$ cat src/rtl/arb_pkg.sv
// Shared definitions for the round-robin packet arbiter and its pick helper.
package arb_pkg;

  localparam logic [1:0] ST_IDLE = 2'd0;
  localparam logic [1:0] ST_XFER = 2'd1;

  function automatic int unsigned id_width(input int unsigned ports);
    return (ports > 1) ? $clog2(ports) : 1;
  endfunction

endpackage

$ cat src/rtl/rr_pick.sv
// Round-robin pick: first set request bit after ptr, wrapping PORTS-1 -> 0.
module rr_pick #(
  parameter int unsigned PORTS    = 4,
  parameter int unsigned ID_WIDTH = 2
) (
  input  logic [PORTS-1:0]    req,
  input  logic [ID_WIDTH-1:0] ptr,
  output logic [ID_WIDTH-1:0] idx,
  output logic                found
);

  logic [ID_WIDTH-1:0] w_pos;

  // ptr itself is visited last, so the last-served port has the lowest priority.
  always_comb begin
    idx   = '0;
    found = 1'b0;
    w_pos = '0;
    for (int unsigned k = 1; k <= PORTS; k++) begin
      w_pos = ID_WIDTH'((32'(ptr) + k) % PORTS);
      if (!found && req[w_pos]) begin
        idx   = w_pos;
        found = 1'b1;
      end
    end
  end

endmodule

$ cat src/rtl/rr_port_arbiter.sv
// Round-robin packet arbiter: merges PORTS valid/ready streams, holding each grant
// until the granted port's tlast beat transfers.
module rr_port_arbiter
  import arb_pkg::*;
#(
  parameter int unsigned PORTS      = 4,
  parameter int unsigned DATA_WIDTH = 8
) (
  input  logic                          clk,
  input  logic                          rst_n,
  input  logic [PORTS-1:0]              s_tvalid,
  output logic [PORTS-1:0]              s_tready,
  input  logic [PORTS*DATA_WIDTH-1:0]   s_tdata,
  input  logic [PORTS-1:0]              s_tlast,
  output logic                          m_tvalid,
  input  logic                          m_tready,
  output logic [DATA_WIDTH-1:0]         m_tdata,
  output logic                          m_tlast,
  output logic [id_width(PORTS)-1:0]    m_tid,
  output logic                          busy
);

  localparam int unsigned ID_WIDTH = id_width(PORTS);

  logic [1:0]          r_state;
  logic [1:0]          w_state_next;
  logic [ID_WIDTH-1:0] r_grant;
  logic [ID_WIDTH-1:0] r_ptr;
  logic [ID_WIDTH-1:0] w_pick_idx;
  logic                w_pick_found;
  logic                w_pkt_done;

  rr_pick #(
    .PORTS    (PORTS),
    .ID_WIDTH (ID_WIDTH)
  ) u_rr_pick (
    .req   (s_tvalid),
    .ptr   (r_ptr),
    .idx   (w_pick_idx),
    .found (w_pick_found)
  );

  assign w_pkt_done = m_tvalid && m_tready && m_tlast;

  always_ff @(posedge clk or negedge rst_n) begin
    if (!rst_n) begin
      r_state <= ST_IDLE;
    end else begin
      r_state <= w_state_next;
    end
  end

  always_comb begin
    w_state_next = ST_IDLE;
    case (r_state)
      ST_IDLE: w_state_next = w_pick_found ? ST_XFER : ST_IDLE;
      ST_XFER: w_state_next = w_pkt_done ? ST_IDLE : ST_XFER;
      default: w_state_next = ST_IDLE;
    endcase
  end

  // Reset ptr to the top port so port 0 is the first winner.
  always_ff @(posedge clk or negedge rst_n) begin
    if (!rst_n) begin
      r_grant <= '0;
      r_ptr   <= ID_WIDTH'(PORTS - 1);
    end else begin
      if (r_state == ST_IDLE && w_pick_found) begin
        r_grant <= w_pick_idx;
      end
      if (r_state == ST_XFER && w_pkt_done) begin
        r_ptr <= r_grant;
      end
    end
  end

  always_comb begin
    m_tvalid = 1'b0;
    m_tdata  = '0;
    m_tlast  = 1'b0;
    m_tid    = '0;
    s_tready = '0;
    busy     = 1'b0;
    if (r_state == ST_XFER) begin
      m_tvalid = s_tvalid[r_grant];
      m_tdata  = s_tdata[32'(r_grant) * DATA_WIDTH +: DATA_WIDTH];
      m_tlast  = s_tlast[r_grant];
      m_tid    = r_grant;
      s_tready = PORTS'(m_tready) << r_grant;
      busy     = 1'b1;
    end
  end

endmodule
$ cat config.mk
export PLATFORM = sky130hd
export DESIGN_NAME = rr_port_arbiter
export DESIGN_NICKNAME = d
export VERILOG_FILES = /design/src/rtl/arb_pkg.sv /design/src/rtl/rr_pick.sv /design/src/rtl/rr_port_arbiter.sv
export SDC_FILE = /design/constraint.sdc
export NUM_CORES = 1
export LEC_CHECK = 0
export ABC_CLOCK_PERIOD_IN_PS = 3600
export CORE_ASPECT_RATIO = 1.5
export CORE_MARGIN = 2
export CORE_UTILIZATION = 28
export CTS_CLUSTER_DIAMETER = 120
export CTS_CLUSTER_SIZE = 28
export DETAILED_ROUTE_END_ITERATION = 8
export PLACE_DENSITY = 0.71
export SYNTH_ARGS = -nofsm -noshare
export SYNTH_HDL_FRONTEND = slang
export SYNTH_SLANG_ARGS = --single-unit
$ cat constraint.sdc
create_clock -name clk -period 3.6 [get_ports clk]
set_input_delay 0.54 -clock clk [delete_from_list [all_inputs] [get_ports clk]]
set_output_delay 0.54 -clock clk [all_outputs]
set_load 0.01 [all_outputs]
==> reports/metrics.cfg <==
[pwr]
ir_worst_vdd_v = 0.000274
p_leak_nw = 0.517
power.density_nw_per_um2 = 625

[timing]
fin_crit_ps = 2850
relSlewSlack_pct = 52.7
rsz0062_at_grt = no
fin_ws_ps = 745
finalHoldViolations = 0
slew_viol_final = 0
fin_tns_setup_ps = 0
worstMarginPinSlew_ps = 709
fmax_ghz = 0.350
fin_crit_sh_pct = 79.3
finalSetupViolCount = 0
finClkSkew_ps = 11.8

[layout]
fin_cells = 155
fill_cells = 225
drive_above_1_share_pct = 12.2
diodes = 0
final_cell_mix = clkdlybuf4s50_1, and2_1, nor2_1
area.growth.synth_to_final_pct = 81.5
fin_util_pct = 53.6
layout_commonest_cell = clkdlybuf4s50_1
final_nets = 175

[die]
io_pins = 60
die_w_um = 45.7
fp.dieH_um = 66.6
core-area_um2 = 2480
die-area_um2 = 3050
start_util_pct = 29.5
num_rows = 22

[setup_path]
endpoint_kind = output pin
crit_type = reg2out
path_max_fanout = 17
cp_slowest_stage_delay_ps = 790
arrival_ps = 2310
critPathRequiredTime_ps = 3060
cp_cell_sequence = mux4_1 -> and2_1 -> clkdlybuf4s50_1
cp-start-kind = register
cp_slowest_cell = dfrtp_1

[clocking]
cts.sinks = 5
cts_resized = 0
path_clk_slew_ps = 50
cts_tree = built
cts_hold_buf = 0
cts_made_buffers = 3
ctsRootBufferMaster = clkbuf_4
htreeDepth = 1
clk_latency_ps = 250
clk_path_buf_depth = 2
post-cts-setup-buffer-count = 0

[detailed_routing]
drt-pass1-iter-count = 4
drc = 0
viasPerCell = 5.25
vias = 813
wire_per_inst_um = 14.4
postRouteAntennaNets = 0
drt-initial-drc-count = 10
wl_um = 2240

[placement]
preCtsSetupSlack_ps = 962
portBuffers = 59
gp_congestion = 0.749
place_inst = 151
dpl.hpwl_um = 1800

[yosys]
synth_flop_cell = dfrtp_1
syn_nets = 117
yosysWarningCount = 0
synth_edf_count = 0
synth-async-reset-ratio_pct = 100
synth_area_um2 = 732
postSynthAreaPerCell_um2 = 9.89
synth_seq_cells = 5
ys_types = 29
ys_seq_area_share_pct = 17.4
syn_inst = 74

[global_route]
grtUsageTotal_pct = 14.9
grt_first_pass_wirelength_um = 3330
antenna_found_initial = 0
grt_pass1_vias = 789
overflow = 0
grt_max_degree = 18

[run]
max_cap_violations = 0

[run_status]
status = complete, no violations

[hold_path]
hp-class = in2async

-- flip-flops by register name, summed over array words and instances, names as in the netlist --
| register | count |
|---|---|
| r_state | 1 |
| r_ptr | 2 |
| r_grant | 2 |
-- metrics by stage --
step / total power [mW] / area (um^2) / hold slack, ps
2_1_floorplan: 0.528 / 732 / 244
3_3_place_gp: 0.767 / 1300 / 656
3_5_place_dp: 0.772 / 1300 / 659
4_1_cts: 0.841 / 1330 / 517
5_1_grt: 0.898 / 1330 / 517
6_report: 0.831 / 1330 / 508
-- cell families after synthesis --
kind of cell	Yosys count	share of synthesized area, %
and+or+nand+nor	33	25.1
DFF	5	17.4
buffers and inverters	8	7.86
muxes	15	36.6
AOI/OAI and AO/OA	13	13.0
-- final timing paths --
kind                            start    endpoint  slack, ps  cells after the start
max                        r_grant[0]  m_tdata[7]        750                      3
min reg2reg                  r_ptr[0]    r_ptr[0]        670                      1
max in group asynchronous       rst_n    r_ptr[0]       2840                      1
max reg2reg                r_grant[0]    r_ptr[0]       1910                      4
min in group clk             r_ptr[0]    r_ptr[0]        670                      1
min                             rst_n  r_state[0]        510                      1
-- synthesized netlist by cell type, types with 2 or more instances --
cell type	count	area, um^2
and2_1	9	56.3
nor2_1	7	26.3
mux4_2	6	135
mux2i_1	5	50.1
a21oi_1	4	20.0
nand2_1	4	15.0
nand2b_1	4	25.0
buf_2	3	15.0
dfrtp_1	3	75.1
nor3b_1	3	22.5
dfstp_2	2	52.6
inv_1	2	7.51
mux2_4	2	30.0
mux4_1	2	52.6
nor2b_1	2	12.5
o21ai_0	2	10.0
o22ai_2	2	25.0
-- report_power, final --
part / switching [mW] / internal, mW / total [mW]
Combinational: 0.190 / 0.391 / 0.580
Sequential: 0.0957 / 0.0884 / 0.184
Clock: 0.0246 / 0.0420 / 0.0667
-- layout make-up --
class / count / area (um^2) / area share [%]
inverters: 2 / 7.51 / 0.565
multi-input cells: 61 / 547 / 41.1
clock buffers: 4 / 26.3 / 1.98
flip-flops and latches: 5 / 128 / 9.60
repair buffers: 59 / 591 / 44.4
well taps: 24 / 30.0 / 2.26
-- layer usage --
metal / share of wire, % / routed length, um / GRT usage (%) / vias up
met5: 0 / 0 / 0 / -
met4: 0 / 0 / 6.43 / 0
met3: 14 / 323 / 5.15 / 0
met2: 48 / 1080 / 25.9 / 51
met1: 37 / 835 / 15.6 / 370
li1: - / - / - / 392
-- critical path, delay by kind of cell, from the launching register on --
| family | cells | cell delay, ps |
|---|---|---|
| flip-flops | 1 | 790 |
| AND/OR/NAND/NOR | 1 | 170 |
| buffers and inverters | 1 | 470 |
| multiplexers | 1 | 650 |
No activity file was read; power rests on OpenSTA's default activity.
